<file path="config.mk">
export PLATFORM = sky130hd
export DESIGN_NAME = multicycle_control_fsm
export DESIGN_NICKNAME = d
export VERILOG_FILES = /design/src/rtl/multicycle_control_fsm.sv
export SDC_FILE = /design/constraint.sdc
export NUM_CORES = 1
export LEC_CHECK = 0
export BUFFER_PORTS_ARGS = -buffer_cell sky130_fd_sc_hd__buf_2
export CAP_MARGIN = 20
export CORE_MARGIN = 3
export CORE_UTILIZATION = 35
export CTS_BUF_LIST = sky130_fd_sc_hd__clkbuf_4 sky130_fd_sc_hd__clkbuf_8
export DETAILED_ROUTE_END_ITERATION = 7
export GPL_TIMING_DRIVEN = 0
export PLACE_DENSITY = 0.69
export SYNTH_ARGS = -nofsm -noshare
export SYNTH_HDL_FRONTEND = slang
export SYNTH_SLANG_ARGS = --single-unit
export TNS_END_PERCENT = 10
</file>
<file path="constraint.sdc">
create_clock -name clk -period 1.44 [get_ports clk]
set_input_delay 0.216 -clock clk [delete_from_list [all_inputs] [get_ports clk]]
set_output_delay 0.216 -clock clk [all_outputs]
set_load 0.05 [all_outputs]
</file>
<file path="src/rtl/multicycle_control_fsm.sv">
// multicycle_control_fsm
//   Multi-cycle sequencer for the KGP_RISC data_path. Each instruction walks
//   FETCH -> DECODE -> EXEC -> (MEM) -> (WB); the decoded control fields are
//   captured in DECODE and held until the next DECODE, strobes are decoded
//   from the current state.
//   Optional macro KGP_PERF_CNT_EN adds retired-instruction and busy-cycle
//   counters (instr_retired, cycle_count).
module multicycle_control_fsm #(
  parameter int unsigned FETCH_WAIT = 1,
  parameter int unsigned MEM_WAIT   = 1
) (
  input  logic       clk,
  input  logic       rst,
  input  logic       run,
  input  logic [5:0] opcode,
  input  logic [5:0] funccode,
  output logic [1:0] reg_dest,
  output logic       reg_write,
  output logic [2:0] ALUop,
  output logic [1:0] ALUsource,
  output logic       mem_write,
  output logic [1:0] mem_to_reg,
  output logic [2:0] branch,
  output logic       pc_en,
  output logic       ir_load,
  output logic       halted,
  output logic       illegal
`ifdef KGP_PERF_CNT_EN
  ,
  output logic [31:0] instr_retired,
  output logic [31:0] cycle_count
`endif
);

  typedef enum logic [2:0] {
    S_IDLE, S_FETCH, S_DECODE, S_EXEC, S_MEM, S_WB, S_HALT
  } state_t;

  typedef enum logic [2:0] {
    C_ALU, C_LW, C_SW, C_BR, C_NOP
  } cls_t;

  localparam logic [5:0] OP_RTYPE  = 6'b000000;
  localparam logic [5:0] OP_ADDI   = 6'b000001;
  localparam logic [5:0] OP_COMPI  = 6'b000010;
  localparam logic [5:0] OP_LW     = 6'b000100;
  localparam logic [5:0] OP_SW     = 6'b000101;
  localparam logic [5:0] OP_BRANCH = 6'b000110;
  localparam logic [5:0] OP_HALT   = 6'b111111;
  localparam logic [2:0] BR_LINK   = 3'b110;

  localparam logic [2:0] LP_FW = 3'(FETCH_WAIT);
  localparam logic [2:0] LP_MW = 3'(MEM_WAIT);

  state_t     r_state;
  state_t     w_next;
  logic [2:0] r_wait;
  cls_t       r_cls;
  logic [1:0] r_reg_dest;
  logic [2:0] r_alu_op;
  logic [1:0] r_alu_src;
  logic [1:0] r_mem_to_reg;
  logic [2:0] r_branch;
  logic       r_illegal;
  logic       w_unused;

  // Upper function-code bits carry no control information.
  assign w_unused = ^funccode[5:4];

  // State register.
  always_ff @(posedge clk) begin
    if (rst) r_state <= S_IDLE;
    else     r_state <= w_next;
  end

  // Wait counter: counts cycles spent in FETCH/MEM, cleared on every state change.
  always_ff @(posedge clk) begin
    if (rst)                                          r_wait <= 3'd0;
    else if (w_next != r_state)                       r_wait <= 3'd0;
    else if (r_state == S_FETCH || r_state == S_MEM) r_wait <= r_wait + 3'd1;
    else                                              r_wait <= 3'd0;
  end

  // Decode: capture control fields in DECODE, hold them until the next DECODE.
  always_ff @(posedge clk) begin
    if (rst) begin
      r_cls        <= C_NOP;
      r_reg_dest   <= 2'b00;
      r_alu_op     <= 3'b000;
      r_alu_src    <= 2'b00;
      r_mem_to_reg <= 2'b00;
      r_branch     <= 3'b000;
      r_illegal    <= 1'b0;
    end else if (r_state == S_DECODE) begin
      r_cls        <= C_NOP;
      r_reg_dest   <= 2'b00;
      r_alu_op     <= 3'b000;
      r_alu_src    <= 2'b00;
      r_mem_to_reg <= 2'b00;
      r_branch     <= 3'b000;
      case (opcode)
        OP_RTYPE: begin
          r_cls      <= C_ALU;
          r_alu_op   <= funccode[2:0];
          r_alu_src  <= funccode[3] ? 2'b10 : 2'b00;
          r_reg_dest <= 2'b01;
        end
        OP_ADDI: begin
          r_cls     <= C_ALU;
          r_alu_src <= 2'b01;
        end
        OP_COMPI: begin
          r_cls     <= C_ALU;
          r_alu_op  <= 3'b001;
          r_alu_src <= 2'b01;
        end
        OP_LW: begin
          r_cls        <= C_LW;
          r_alu_src    <= 2'b01;
          r_mem_to_reg <= 2'b01;
        end
        OP_SW: begin
          r_cls     <= C_SW;
          r_alu_src <= 2'b01;
        end
        OP_BRANCH: begin
          r_cls    <= C_BR;
          r_branch <= funccode[2:0];
          if (funccode[2:0] == BR_LINK) begin
            r_reg_dest   <= 2'b10;
            r_mem_to_reg <= 2'b10;
          end
        end
        OP_HALT: r_cls <= C_NOP;
        default: r_illegal <= 1'b1;
      endcase
    end
  end

  // Next-state and strobe decode.
  always_comb begin
    w_next    = r_state;
    ir_load   = 1'b0;
    pc_en     = 1'b0;
    reg_write = 1'b0;
    mem_write = 1'b0;
    halted    = 1'b0;
    branch    = 3'b000;
    case (r_state)
      S_IDLE: begin
        if (run) w_next = S_FETCH;
      end
      S_FETCH: begin
        if (r_wait == LP_FW) begin
          ir_load = 1'b1;
          w_next  = S_DECODE;
        end
      end
      S_DECODE: begin
        w_next = (opcode == OP_HALT) ? S_HALT : S_EXEC;
      end
      S_EXEC: begin
        case (r_cls)
          C_BR, C_NOP: begin
            pc_en     = 1'b1;
            branch    = r_branch;
            reg_write = (r_cls == C_BR) && (r_branch == BR_LINK);
            w_next    = run ? S_FETCH : S_IDLE;
          end
          C_LW, C_SW: w_next = S_MEM;
          default:    w_next = S_WB;
        endcase
      end
      S_MEM: begin
        mem_write = (r_cls == C_SW) && (r_wait == 3'd0);
        if (r_wait == LP_MW) begin
          if (r_cls == C_SW) begin
            pc_en  = 1'b1;
            w_next = run ? S_FETCH : S_IDLE;
          end else begin
            w_next = S_WB;
          end
        end
      end
      S_WB: begin
        reg_write = 1'b1;
        pc_en     = 1'b1;
        w_next    = run ? S_FETCH : S_IDLE;
      end
      S_HALT: halted = 1'b1;
      default: w_next = S_IDLE;
    endcase
  end

  assign reg_dest   = r_reg_dest;
  assign ALUop      = r_alu_op;
  assign ALUsource  = r_alu_src;
  assign mem_to_reg = r_mem_to_reg;
  assign illegal    = r_illegal;

`ifdef KGP_PERF_CNT_EN
  // Performance counters: retired instructions and busy (non-IDLE/HALT) cycles; free-running wrap.
  always_ff @(posedge clk) begin
    if (rst) begin
      instr_retired <= 32'd0;
      cycle_count   <= 32'd0;
    end else begin
      if (pc_en) instr_retired <= instr_retired + 32'd1;
      if (r_state != S_IDLE && r_state != S_HALT) cycle_count <= cycle_count + 32'd1;
    end
  end
`endif

endmodule

</file>
# Word-level counts from Yosys, hierarchy flattened
# Index checks and enable logic that the tools add are counted.
[word_totals]
input_bits = 15
ff_bits = 22
wordCells = 73
out_inout_bits = 18
[op_classes]
bitwise_logic = 2
n_reduce_logical = 13
n_eq_ne = 20
addsub = 1
muxes = 28
[ops]
columns = ["op", "n"]
rows = [
  ["$mux W3", 8],
  ["$pmux W3 S7", 1],
  ["$eq A3 B3 Y1 const B", 6],
  ["$eq A6 B3 Y1 const B", 3],
  ["$eq A3 B2 Y1 const B", 4],
  ["$pmux W2 S2", 3],
  ["$pmux W3 S2", 2],
  ["$pmux W3 S4", 1],
  ["$eq A3 B1 Y1 const B", 3],
  ["$mux W1", 9],
  ["$reduce_or A7 Y1", 1],
  ["$eq A6 B1 Y1 const B", 1],
  ["$eq A6 B2 Y1 const B", 1],
  ["$eq A6 B6 Y1 const B", 1],
  ["$logic_not A3 Y1", 2],
  ["$logic_not A6 Y1", 1],
  ["$reduce_or A3 Y1", 2],
  ["$mux W2", 2],
  ["$reduce_or A2 Y1", 2],
  ["$reduce_or A4 Y1", 1],
  ["$add A3 B1 Y3 const B", 1],
  ["$ne A3 B3 Y1", 1],
  ["$pmux W1 S3", 1],
  ["$logic_and A1 B1 Y1", 2],
  ["4 further kinds", 5],
]

# Logic depth before layout (Yosys ltp)
[logic_depth]
ltp_word = 6
depth_mapped = 7
depth_no_buf = 7

# Least setup slack after synthesis
# No wires, ideal clock.
[synth_timing]
kind = "flip-flop to output port"
from = "register r_wait[0]"
to = "output mem_write"
t_arrival_ns = 2.007
stages_incl_launch_ff = 5
path_slack_ns = -0.783
path_buffers = 0
path_cell_list = "dfxtp_1 > inv_1 > ha_1 > or4bb_1 > nor3_1"
[synth_via]
elab_chain_len = 3
[synth_lines]
columns = ["item", "line", "rtl"]
rows = [
  ["start: declaration", "57", "logic [2:0] r_wait;"],
  ["start signal: assignment", "80", "else if (r_state == S_FETCH || r_state == S_MEM) r_wait <= r_wait + 3'd1;"],
  ["$logic_not A3 Y1", "175", "mem_write = (r_cls == C_SW) && (r_wait == 3'd0);"],
  ["$logic_and A1 B1 Y1", "175", ""],
  ["$mux W1", "149", "case (r_state)"],
  ["end: declaration", "21", "output logic mem_write,"],
]
# No other way between the ends.

# Worst setup path in the final report
# Same ends and word-level chain as after synthesis.

==> impl_metrics.ini <==
[run_status]
status = complete, but fails checks
violations = negative setup slack

[placed_design]
dpl_cell_area_um2 = 1370
gp_congestion = 0.744
port_buffers = 30
dp_hpwl_um = 1940
dp.cells = 221

[timing]
relSlewSlack = 0.526
period_needed_ns = 1.82
slew_viol_final = 0
fin_skew_ns = 0.00461
rsz0062_at_grt = true
setup_viol = 12
tightest_slew_ns = 0.706
timing.final.crit_share = 1.26
hold_violations = 0
setup_ws_ns = -0.377
max_clock_freq_mhz = 550

[logic_synthesis]
synthFlopType = dfxtp_1
ys_top_cells_by_area = dfxtp_1 (37%), a21oi_1 (7.4%), nor2_1 (5.9%)
synth-xor-area-share = 0.0229
async_reset_ff_frac = 0
synth_cells = 147
synth.cell_area_um2 = 1150
synthAdderAreaFrac = 0.0327
synth_seq_cells = 21
syn_area_per_cell_um2 = 7.81
synth_top_family_by_area = simple AND/OR/NAND/NOR gates
synth_simple_gate_area_share = 0.345
ys.warnings.count = 0
synth_edf_count = 0
yosysTopAreaCell = dfxtp_1
synth_cell_types = 36
syn-num-nets = 165
seq_area_frac_synth = 0.366
synth_top_area_share = 0.366
synth_mux_area_frac = 0
synth_compound_area_frac = 0.175

[global_route]
grt_pass1_vias = 1090
grt_pass1_wl_um = 4730
antenna_found_initial = 0
grt_overflow = 0
gr-usage-all-layers = 0.146
grt_max_degree = 13

[clock_tree]
cts.sinks = 21
cts-root-buf = clkbuf_4
cts_max_level = 1
clkSlewWorstSetupHoldPaths_ns = 0.13
cts_buffers = 3
tritoncts = built
worstSkewPairLatency_ns = 0.31
cts.path.max_buffers = 2

[layout]
design_area_um2 = 1580
layout_common_cells = buf_2 (22), nor2_1 (17), a21oi_1 (17), dfxtp_1 (13), buf_4 (13)
n_antenna_cell = 0
mostFrequentLayoutCell = buf_2
areaGrowthSynthToFinish_pct = 37.4
nNetsFinal = 207
fill_cells = 320
fin_cells = 232
drive_above_1_share = 0.399

[floorplan]
ioPinCount = 33
die_area_um2 = 4000
placementRows = 20
start_util = 0.370
fp.dieW_um = 63.3
die_h_um = 63.3
core_area_um2 = 3100

[power_and_ir_drop]
peakVddDrop_mv = 0.305
power.total_mw = 1.03
power.density_nw_per_um2 = 656
p_leak_nw = 0.628

[critical_path]
worstPathRequired_ns = 1.22
reg2regPathDepth = 6
crit_path_start_kind = flop
path_class = reg2out
crit_fanout = 3
critical_path_arrival_ns = 1.60
cp-end-kind = output pin

[drt]
wl_per_cell_um = 11.6
avgViaCountPerCell = 4.84
drt_iter0_markers = 49
drc_errors = 0
num_vias = 1122
routed_wl_um = 2700
drtAntennaViolNets = 0
drt_pass1_iterations = 4

[hold_path]
holdPathStages = 3
min_path_type = in2reg

[flow_run]
cap_violations = 0
==> synth_stat cells, types with 3 or more instances <==
cell,count
a21oi_1,17
and2_1,4
clkbuf_1,3
dfxtp_1,21
ha_1,3
inv_1,5
nand2_1,12
nand2b_1,7
nand3_1,7
nand4_1,3
nor2_1,18
nor2b_1,5
nor3_1,5
nor3b_1,3
o21ai_0,4
or3_1,3
==> critical path, stage by stage, from the launching register on <==
cell	delay [ns]
dfxtp_2	0.36
inv_2	0.04
ha_1	0.12
or4bb_4	0.46
nor3_4	0.13
buf_6	0.18
==> worst paths after layout <==
check                           slack [ns]    startpoint      endpoint
worst min register to register        0.46  ALUsource[0]  ALUsource[0]
worst min-delay path                  0.13   funccode[3]  ALUsource[1]
worst max-delay path                 -0.38     r_wait[0]     mem_write
worst max register to register       -0.20    r_state[1]     r_wait[1]
==> routing by layer <==
metal | global-route usage | routed length [um] | vias up
met4 | 0.0647 | 52 | 0
met1 | 0.169 | 1230 | 518
met3 | 0.0250 | 49 | 4
met5 | 0 | 0 | -
li1 | - | - | 589
met2 | 0.261 | 1370 | 11
==> repair_timing <==
action                     CTS  global route
pin swaps                    4             3
buffers inserted             9             0
setup endpoints to repair   27            27
gates resized for setup     31            16
hold buffers                 0             0
==> power by group <==
group          switching [mW]  internal [mW]
sequential             0.0116          0.586
combinational          0.0763         0.0620
clock                   0.195          0.104
total                   0.283          0.751
==> cell families (layout without fill, tap and decap cells) <==
logic type	Yosys count	count (layout)
XOR/XNOR	3	3
AO/OA/AOI/OAI	32	32
buffers and inverters	13	54
adder cells (fa/ha/maj)	3	3
AND/OR/NAND/NOR	75	75
flip-flops	21	21
==> final cells by class <==
cell class | count | area [um2] | share of cell area
buffer | 6 | 41.3 | 0.0262
clock buffer | 3 | 22.5 | 0.0143
clock inverter | 1 | 5.00 | 0.00317
inverter | 5 | 18.8 | 0.0119
multi-input combinational | 113 | 719 | 0.456
sequential | 21 | 440 | 0.279
tap | 44 | 55.1 | 0.0349
timing repair buffer | 39 | 275 | 0.174
==> stage by stage <==
| step | TNS, ns | hold WS [ns] | utilization | setup slack (ns) |
|---|---|---|---|---|
| 2_1_floorplan | -1.20 | 0.363 | - | -0.184 |
| 3_3_place_gp | -3.20 | 0.425 | 0.442 | -0.236 |
| 3_5_place_dp | -3.43 | 0.431 | 0.442 | -0.267 |
| 4_1_cts | -2.95 | 0.123 | 0.492 | -0.382 |
| 5_1_grt | -4.07 | 0.141 | 0.508 | -0.439 |
| 6_report | -2.89 | 0.131 | 0.508 | -0.377 |
(Power assumes the default switching activity.)
